File: config.mk
export PLATFORM = sky130hd
export DESIGN_NAME = acc_output_buffer
export DESIGN_NICKNAME = d
export VERILOG_FILES = /design/src/rtl/acc_output_buffer.sv
export SDC_FILE = /design/constraint.sdc
export NUM_CORES = 1
export LEC_CHECK = 0
export BUFFER_PORTS_ARGS = -buffer_cell sky130_fd_sc_hd__buf_2
export CAP_MARGIN = 30
export CORE_ASPECT_RATIO = 1.25
export CORE_MARGIN = 8
export CORE_UTILIZATION = 40
export CTS_BUF_LIST = sky130_fd_sc_hd__clkbuf_16
export CTS_CLUSTER_DIAMETER = 200
export CTS_CLUSTER_SIZE = 12
export DETAILED_ROUTE_END_ITERATION = 10
export GPL_ROUTABILITY_DRIVEN = 0
export HOLD_SLACK_MARGIN = 0.03
export PLACE_DENSITY = 0.67
export SYNTH_ARGS = -nofsm -noshare
export SYNTH_HDL_FRONTEND = slang
export SYNTH_SLANG_ARGS = --single-unit
File: constraint.sdc
create_clock -name clk -period 3.45 [get_ports clk]
set_clock_uncertainty 0.2 [all_clocks]
set_input_delay 0.8625 -clock clk [delete_from_list [all_inputs] [get_ports clk]]
set_output_delay 0.8625 -clock clk [all_outputs]
set_load 0.01 [all_outputs]
File: src/rtl/acc_output_buffer.sv
// Output buffer behind the accumulator: captures finished results into a small register file
// and drains a wrap-around address range to the host over a valid/ready stream.
module acc_output_buffer #(
  parameter int unsigned DEPTH  = 16,
  parameter int unsigned ADDR_W = 4,
  parameter int unsigned DATA_W = 32
) (
  input  logic              clk,
  input  logic              rst,
  input  logic              wr_en,
  input  logic [ADDR_W-1:0] wr_addr,
  input  logic [DATA_W-1:0] wr_data,
  input  logic              drain_start,
  input  logic [ADDR_W-1:0] drain_base,
  input  logic [ADDR_W:0]   drain_len,
  output logic              out_valid,
  input  logic              out_ready,
  output logic [DATA_W-1:0] out_data,
  output logic [ADDR_W-1:0] out_addr,
  output logic              busy,
  output logic              done,
  output logic [DEPTH-1:0]  entry_valid,
  output logic              overwrite_err,
  output logic              underrun_err,
  input  logic              err_clear
);

  typedef enum logic [1:0] {StIdle, StFetch, StPresent, StDone} state_e;

  state_e              state_q;
  logic [ADDR_W-1:0]   ptr_q;
  logic [ADDR_W:0]     remaining_q;
  logic [ADDR_W:0]     len_clamped;
  logic [DATA_W-1:0]   mem [DEPTH];
  logic [DEPTH-1:0]    entry_valid_q, entry_valid_d;
  logic                handshake, wr_hit, underrun_hit;

  assign handshake = (state_q == StPresent) && out_ready;

  // A write landing on the entry being released by this handshake is not an overwrite.
  assign wr_hit       = wr_en && entry_valid_q[wr_addr] && !(handshake && (wr_addr == ptr_q));
  assign underrun_hit = (state_q == StFetch) && !entry_valid_q[ptr_q];

  assign len_clamped = (drain_len > (ADDR_W+1)'(DEPTH)) ? (ADDR_W+1)'(DEPTH) : drain_len;

  always_comb begin
    entry_valid_d = entry_valid_q;
    if (handshake) entry_valid_d[ptr_q] = 1'b0;
    if (wr_en)     entry_valid_d[wr_addr] = 1'b1;
  end

  always_ff @(posedge clk) begin
    if (wr_en) mem[wr_addr] <= wr_data;
  end

  always_ff @(posedge clk or negedge rst) begin
    if (!rst) begin
      entry_valid_q <= '0;
      overwrite_err <= 1'b0;
      underrun_err  <= 1'b0;
    end else begin
      entry_valid_q <= entry_valid_d;
      overwrite_err <= (overwrite_err && !err_clear) || wr_hit;
      underrun_err  <= (underrun_err && !err_clear) || underrun_hit;
    end
  end

  always_ff @(posedge clk or negedge rst) begin
    if (!rst) begin
      state_q     <= StIdle;
      ptr_q       <= '0;
      remaining_q <= '0;
      out_data    <= '0;
      out_addr    <= '0;
    end else begin
      unique case (state_q)
        StIdle: begin
          if (drain_start && (drain_len != '0)) begin
            ptr_q       <= drain_base;
            remaining_q <= len_clamped;
            state_q     <= StFetch;
          end
        end
        StFetch: begin
          out_data <= mem[ptr_q];
          out_addr <= ptr_q;
          state_q  <= StPresent;
        end
        StPresent: begin
          if (out_ready) begin
            ptr_q       <= ptr_q + ADDR_W'(1);
            remaining_q <= remaining_q - (ADDR_W+1)'(1);
            state_q     <= (remaining_q == (ADDR_W+1)'(1)) ? StDone : StFetch;
          end
        end
        StDone:  state_q <= StIdle;
        default: state_q <= StIdle;
      endcase
    end
  end

  assign out_valid   = (state_q == StPresent);
  assign busy        = (state_q != StIdle);
  assign done        = (state_q == StDone);
  assign entry_valid = entry_valid_q;

endmodule

* Yosys cells after proc, flatten, opt, wreduce, memory -nomap -nowiden
Memories as Yosys holds them, arrays and structs flattened. A register that Yosys moved wholly into a read port is not among the register bits.
Index checks and enable logic that the tools add are counted.
** Word-level totals
- Register bits :: 33
- RAM bits :: 512
- Input port bits :: 51
- Output and inout port bits :: 57
- Logic and storage cells :: 70
- Memories kept :: 1
** Memory list
- mem :: depth 16, width 32, read ports 1, clocked after Yosys merged registers in 1, write ports 1, line 34 : logic [DATA_W-1:0] mem [DEPTH];
** Operators by class
- Add/sub/neg operators :: 2
- Order comparisons :: 5
- Eq/ne operators :: 7
- Muxes and demuxes :: 23
- Bitwise operators :: 3
- Reductions and logical operators :: 22
** Operator list (number)
- two-way mux 16 bit :: 2
- AND 16 bit :: 1
- inverter 16 bit :: 1
- OR 16 bit :: 1
- two-way mux 5 bit :: 3
- logical AND 1 bit :: 10
- less-than comparator 4 x 5 -> 1 bit (second input constant) :: 2
- one-hot mux 5 bit (2 select lines) :: 1
- binary-select mux 1 bit (select 4 bit) :: 2
- demux 1 bit (select 4 bit) :: 2
- greater-or-equal comparator 4 x 1 -> 1 bit (second input constant) :: 2
- two-way mux 4 bit :: 2
- one-hot mux 2 bit (4 select lines) :: 1
- one-hot mux 4 bit (2 select lines) :: 1
- two-way mux 1 bit :: 6
- two-way mux 2 bit :: 3
- equality test 5 x 1 -> 1 bit (second input constant) :: 1
- > comparator 5 bit (second input constant) :: 1
- nonzero test 5 bit :: 1
- subtractor 5 x 1 -> 5 bit (second input constant) :: 1
- adder 4 x 1 -> 4 bit (second input constant) :: 1
- equality test 2 bit (second input constant) :: 2
- equality test 4 bit :: 1
- zero test 1 bit :: 4
- other kinds (8) :: 10

* Logic depth before layout (Yosys ltp)
Gate-level depths: netlist of the first run.
- Depth after elaboration :: 9
- Gate-level depth with buffers :: 9
- Mapped depth without buffers :: 6

* Least setup slack after synthesis of the first run
Ideal clock, no wire load.
- Path type :: input -> register
- Start :: in wr_addr[0]
- End :: mem mem[0][0] (enable)
- Library setup time :: 463 ps
- Arrival :: 3832 ps
- Required time :: 2787 ps
- Slack :: -1045 ps
- Cell stages on the path :: 3
- Path buffers :: 1
- Path through :: clkbuf_1 > or3b_2 > nor3_1
** RTL lines
- start, declared :: line 11 : input logic [ADDR_W-1:0] wr_addr,
- end, declared :: line 34
Straight into the memory's write port.

==> summary.txt, run 1 <==
Clocking
  • Maximum clock path buffer count: 3
  • PostCTS Resize Cnt: 0
  • CTS buffer count: 54
  • Worst skew pair latency: 0.59 ns
  • Clock slew at reported path FFs: 0.07 ns
  • Cts hold-fix bufs: 0
  • Post-CTS setup repair buffer count: 0
  • Clk root buf: clkbuf_16
  • Htree depth: 2
  • CTS sink cnt: 577
  • CTS tree: yes

Final layout
  • Register area: 0.01701 sq mm
  • Most frequent cells in the layout: 512 x edfxtp_1, 109 x mux2i_1, 106 x buf_2
  • Final Util: 46.17%
  • Fin nets: 1375
  • Commonest non-fill, non-tap cell in the layout: edfxtp_1
  • Area growth syn-to-layout: 14.71%
  • # fillers: 4616
  • Layout cells sized above 1: 22.89%
  • Footprint of the multi-input gates: 0.005141 sq mm

Logic synthesis
  • Syn. warnings: 0
  • Sequential share of the synthesized area: 75.82%
  • Post-synthesis cell area: 0.02242 sq mm
  • Unique masters post-synth: 51
  • Syn_area_per_cell: 18.96 sq um
  • Number of synthesized flops with an enable pin: 512
  • Number of synthesized register bits: 577
  • Asr flop ratio synth: 11.27%
  • Gate Count Post-Synth: 1183
  • Main synth FF type: edfxtp_1
  • Mapped Nets: 1240
  • Area share of the largest cell type after synthesis: 68.56%
  • Synth area leader: edfxtp_1
  • Ranking of synthesized cells by area: edfxtp_1 69%, mux4_2 7.7%, dfrtp_1 7.3%, mux2i_1 4.9%, o22ai_1 1.4%

Power
  • Lkg Pwr: 8.680 nW
  • Switching Share: 30.59%
  • Logic pwr share: 26.4%
  • P_sw: 5.831 mW
  • Sequential power share: 46.1%
  • Clock power frac: 27.6%
  • Max IR drop VDD: 0.3831 mV
  • Cell Int Power: 13.23 mW
  • Power Density: 741.0 mW/mm^2

Global route
  • Gr usage total: 16.03%
  • Initial antenna violation count: 7
  • First-pass GRT wire length: 77.96 mm
  • GRT met1 Usage: 19.97%
  • Grt ovf: 0
  • Number of global-route vias before repair: 12160
  • Largest net degree at the start of global routing: 48
  • Met2 usage in global routing: 27.74%
  • Gr busiest metal: met2
  • M3 GR Usage: 3.392%

Floorplanning
  • FP Rows: 97
  • Die Area: 0.06394 sq mm
  • Starting Density: 40.25%
  • Die Ht: 280.7 microns
  • I/O pin cnt: 108
  • Core area: 0.05571 sq mm
  • Die width: 227.8 microns

Detailed routing
  • WL/cell: 24.70 microns
  • Detailed Route Iter0 Violations: 972
  • Antenna-violating nets left: 0
  • Vias per std cell: 5.553
  • Number of remaining DRC errors: 0
  • Total number of vias: 11720
  • Drt pass-1 iters: 5
  • Final WL: 52.12 mm

STA
  • Measured slew at the worst slew-check pin: 0.8036 ns
  • Final Hold Slack: 0.1444 ns
  • Crit path time final: 2.718 ns
  • FMAX: 367.9 MHz
  • Hold Fails Final Rpt: 0
  • RSZ-0062 raised after global routing: false
  • Max-Slew Margin vs Limit: 46.42%
  • Fin. max-slew vios: 0
  • Fin crit share: 78.78%
  • # setup viols final: 0

Run
  • Max-cap violations: 0

Setup path
  • Crit Path Class: reg2reg
  • Critical path launch point type: flop
  • CP max stage delay: 0.94 ns
  • Critical path buffers and inverters: 1
  • Critical path's slowest cell: dfrtp_4
  • Arr. time, crit path: 2.99 ns
  • CP delay by family, top: flip-flops
  • CP endpoint kind: flop
  • CP Data Required Time: 3.72 ns
  • Crit-path cells: buf_12, mux4_2, a22oi_1, a21oi_1, a21o_1
  • Worst Path Max Fanout: 44

Placement
  • Port Buffers: 107
  • HPWL after DPL: 30.24 mm

Hold path
  • Hold Crit Class: in2async

Status
  • Status: complete, no violations
==> power groups by stage <==
stage | Clock (mW) | Combinational (mW) | Sequential (mW)
5_1_grt | 5.60 | 5.44 | 8.86
2_1_floorplan | 0 | 3.61 | 8.65
6_report | 5.25 | 5.02 | 8.79
4_1_cts | 5.36 | 5.11 | 8.79
3_5_place_dp | 0 | 5.09 | 8.93
3_3_place_gp | 0 | 5.03 | 8.92
==> sequential cells by signal, summed over array words and instances (netlist names) <==
name	cells
entry_valid	16
out_data	32
underrun_err	1
out_addr	4
mem	512
overwrite_err	1
ptr_q	4
state_q	2
remaining_q	5
==> cell families (layout without fill, tap and decap cells) <==
| kind of cell | after synthesis | count (layout) | synth area share [%] |
|---|---|---|---|
| AO/OA/AOI/OAI | 185 | 185 | 5.792 |
| XOR/XNOR | 4 | 4 | 0.1562 |
| flip-flops | 577 | 577 | 75.82 |
| multiplexers | 189 | 189 | 12.90 |
| AND/OR/NAND/NOR | 140 | 140 | 3.052 |
| buffers and inverters | 82 | 262 | 1.947 |
| other | 0 | 5 | 0 |
| adder cells (fa/ha/maj) | 6 | 6 | 0.3348 |
==> cells in the mapped netlist (all sizes together) (3+ instances only) <==
cell type,instances
edfxtp,512
nand2,33
dfrtp,65
nand3b,5
nor2,36
a211oi,10
a21oi,29
o21ai,6
a31oi,3
o22ai,50
and2,4
nand2b,5
nor2b,18
ha,6
nand3,5
a2111oi,4
a221o,8
a22oi,33
buf,42
clkbuf,28
o32a,6
mux2i,109
inv,12
xnor2,4
a21o,21
nor3,25
mux4,79
==> layout make-up <==
cell class              instances  share of cell area [%]
diodes                          5                 0.04864
clock buffers                  54                   5.253
clock inverters                47                  0.8026
inverters                      12                  0.1751
multi-input cells             524                   19.99
flip-flops and latches        577                   66.12
well taps                     742                   3.609
repair buffers                149                   3.998
==> worst register-to-register path, stage by stage (launching register included) <==
cell and delay, ns:
dfrtp_4 0.94, buf_12 0.40, mux4_2 0.58, a22oi_1 0.22, a21oi_1 0.09, a21o_1 0.16
==> through the flow <==
step	area, sq um	worst slack [ns]	setup TNS (ns)	std cells	power (mW)
global placement	24150	0.6263	0	2004	13.95
floorplan	22450	-0.1869	-17.76	1183	12.26
finish	25720	0.7319	0	2110	19.06
detailed placement	24150	0.6049	0	2004	14.02
global route	25710	0.4916	0	2106	19.91
CTS	25710	0.6536	0	2105	19.26
==> worst paths after layout <==
| kind | end | cells after the start | slack [ns] | start |
|---|---|---|---|---|
| setup / recovery | out_data[25]$_DFFE_PN0P_ | 5 | 0.73 | ptr_q[0]$_DFFE_PN0P_ |
| hold / removal | underrun_err$_DFF_PN0_ | 1 | 0.14 | rst |
| setup reg to reg | out_data[25]$_DFFE_PN0P_ | 5 | 0.73 | ptr_q[0]$_DFFE_PN0P_ |
| hold reg to reg | out_addr[0]$_DFFE_PN0P_ | 2 | 0.27 | out_addr[0]$_DFFE_PN0P_ |
| max in group asynchronous | out_data[27]$_DFFE_PN0P_ | 2 | 2.14 | rst |
| min in group clk | out_addr[0]$_DFFE_PN0P_ | 2 | 0.27 | out_addr[0]$_DFFE_PN0P_ |
==> metal layers <==
layer	wire length, microns	part of all wire [%]
met5	13	0.025
met4	1314	2.5
met3	3213	6.2
met2	26460	51
met1	21120	41
Note: power is estimated with default switching activity, not from simulation.
==> inputs of run 2 (changes only) <==
PLACE_DENSITY = 0.69   (was 0.67)
clock period = 2.42 ns   (was 3.45 ns; I/O delays follow)
==> summary.txt, run 2 (synthesis results as in run 1) <==
Final layout
  • Commonest non-fill, non-tap cell in the layout: edfxtp_1
  • Most frequent cells in the layout: 512 x edfxtp_1, 109 x mux2i_1, 106 x buf_2
  • Biggest register: mem
  • Max FFs per register: 512 (unchanged)
  • Layout cells sized above 1: 25.72% (+2.8 points)
  • Fin nets: 1428 (+3.9%)
  • # fillers: 4525 (-2.0%)
  • Area growth syn-to-layout: 17.99%

STA
  • Max-Slew Margin vs Limit: 54.54% (+8.1 points)
  • FMAX: 432.9 MHz (+18%)
  • Measured slew at the worst slew-check pin: 0.6802 ns (-0.1234 ns)
  • Fin. max-slew vios: 0 (unchanged)
  • Fin crit share: 95.47% (+17 points)
  • # setup viols final: 0 (unchanged)
  • RSZ-0062 raised after global routing: false
  • Final Hold Slack: 0.1627 ns (+0.01828 ns)
  • Hold Fails Final Rpt: 0 (unchanged)
  • Crit path time final: 2.310 ns (-0.4078 ns)

Setup path
  • Critical path launch point type: flop
  • R2R cell count: 5 (unchanged)
  • Worst reg2reg startpoint: ptr_q[0]$_DFFE_PN0P_
  • Arr. time, crit path: 2.56 ns (-0.43 ns)
  • CP startpoint: ptr_q[0]$_DFFE_PN0P_
  • Reg2reg end: out_data[15]$_DFFE_PN0P_
  • CP Data Required Time: 2.67 ns (-1.05 ns)
  • Reg2reg setup slack: 0.11 ns (-0.62 ns)
  • Worst Path Max Fanout: 15 (-66%)
  • CP endpoint kind: flop
  • End of the critical path: out_data[15]$_DFFE_PN0P_
  • Crit Path Class: reg2reg

Detailed routing
  • WL/cell: 24.41 microns (-1.2%)
  • Final WL: 52.72 mm (+1.1%)
  • Drt pass-1 iters: 5 (unchanged)
  • Number of remaining DRC errors: 0 (unchanged)
  • Total number of vias: 11930 (+1.8%)
  • Detailed Route Iter0 Violations: 1011 (+4.0%)
  • Antenna-violating nets left: 0 (unchanged)
  • Vias per std cell: 5.523 (-0.53%)

Hold path
  • Hold Path Cell Cnt: 4
  • Hold Crit Class: in2reg

Clocking
  • CTS buffer count: 54 (unchanged)
  • Worst skew pair latency: 0.59 ns (about the same)
  • Htree depth: 2 (unchanged)
  • CTS tree: yes
  • PostCTS Resize Cnt: 0 (unchanged)
  • Clk root buf: clkbuf_16
  • CTS sink cnt: 577 (unchanged)
  • Clock slew at reported path FFs: 0.06 ns (about the same)
  • Maximum clock path buffer count: 3 (unchanged)

Power
  • Max IR drop VDD: 0.6624 mV (+73%)
  • Total power draw: 27.90 mW (+46%)
  • Power Density: 1055 mW/mm^2 (+42%)
  • Lkg Pwr: 9.037 nW (+4.1%)

Placement
  • HPWL after DPL: 32.04 mm (+6.0%)
  • Port Buffers: 107 (unchanged)

Floorplanning
  • Die Ht: 280.7 microns (unchanged)
  • Core area: 0.05571 sq mm (unchanged)
  • I/O pin cnt: 108 (unchanged)
  • Die Area: 0.06394 sq mm (unchanged)
  • Die width: 227.8 microns (unchanged)
  • FP Rows: 97 (unchanged)
  • Starting Density: 40.25% (unchanged)

Global route
  • Grt ovf: 0 (unchanged)
  • GRT met1 Usage: 19.82% (-0.15 points)
  • Gr busiest metal: met2
  • M3 GR Usage: 3.362% (-0.030 points)
  • Met2 usage in global routing: 28.57% (+0.83 points)
  • First-pass GRT wire length: 79.24 mm (+1.6%)
  • Largest net degree at the start of global routing: 43 (-10%)
  • Number of global-route vias before repair: 12490 (+2.7%)
  • Gr usage total: 16.21% (+0.18 points)
  • Initial antenna violation count: 6 (-1)

Status
  • Status: complete, no violations

Run
  • Max-cap violations: 0 (unchanged)
run 2: per-stage QoR:
step | setup WS [ns] | std cells | setup TNS [ns] | area, sq um | util (%)
after floorplan | -0.2594 | 1183 | -83.72 | 22600 | -
after global placement | -0.09994 | 2050 | -0.1092 | 24820 | 44.55
after detailed placement | -0.07299 | 2050 | -0.09497 | 24820 | 44.55
after CTS | 0.01237 | 2153 | 0 | 26420 | 47.43
after global routing | 0.04033 | 2157 | 0 | 26450 | 47.48
final | 0.1097 | 2160 | 0 | 26460 | 47.49
run 2: timing repair:
item | 4_1_cts | 5_1_grt
hold buffers | 2 | 0
setup buffers | 1 | 4
hold endpoints to repair | 46 | 0
endpoints found under the setup margin | 4 | 2
run 2: how the worst min path moves through the flow:
stage / startpoint / end / slack, ns
after detailed placement: out_data[11]$_DFFE_PN0P_ / out_data[11]$_DFFE_PN0P_ / 0.26
after floorplan: rst / entry_valid[0]$_DFF_PN0_ / 0.11
after CTS: out_ready / state_q[1]$_DFFE_PN0P_ / 0.14
final: out_ready / state_q[1]$_DFFE_PN0P_ / 0.16
after global placement: out_addr[2]$_DFFE_PN0P_ / out_addr[2]$_DFFE_PN0P_ / 0.26
after global routing: out_ready / state_q[1]$_DFFE_PN0P_ / 0.17
run 2: area by class of cell:
class	count	area [sq um]	share of cell area [%]
clock buffers	55	1376	5.202
inverters	12	45.04	0.1702
multi-input cells	524	5146	19.45
clock inverters	45	197.7	0.7472
diodes	3	7.507	0.02837
repair buffers	202	1748	6.606
well taps	742	928.4	3.509
flip-flops and latches	577	17010	64.29
run 2: where the power goes:
group | switching, mW | internal [mW]
Clock | 3.44 | 4.09
Sequential | 0.676 | 11.6
Combinational | 4.35 | 3.76
Total | 8.47 | 19.4
run 2: worst max-delay path: stages (launching register included):
cell,delay [ns]
dfrtp_4,0.57
buf_12,0.22
buf_12,0.16
mux4_2,0.50
a211oi_1,0.38
a21oi_1,0.12
run 2: routing by layer:
metal	part of all wire [%]	wire, microns	vias up
li1	-	-	5188
met1	39	20530	6188
met4	2.7	1430	6
met2	51	26980	446
met3	7.1	3735	102
met5	0.059	31	-
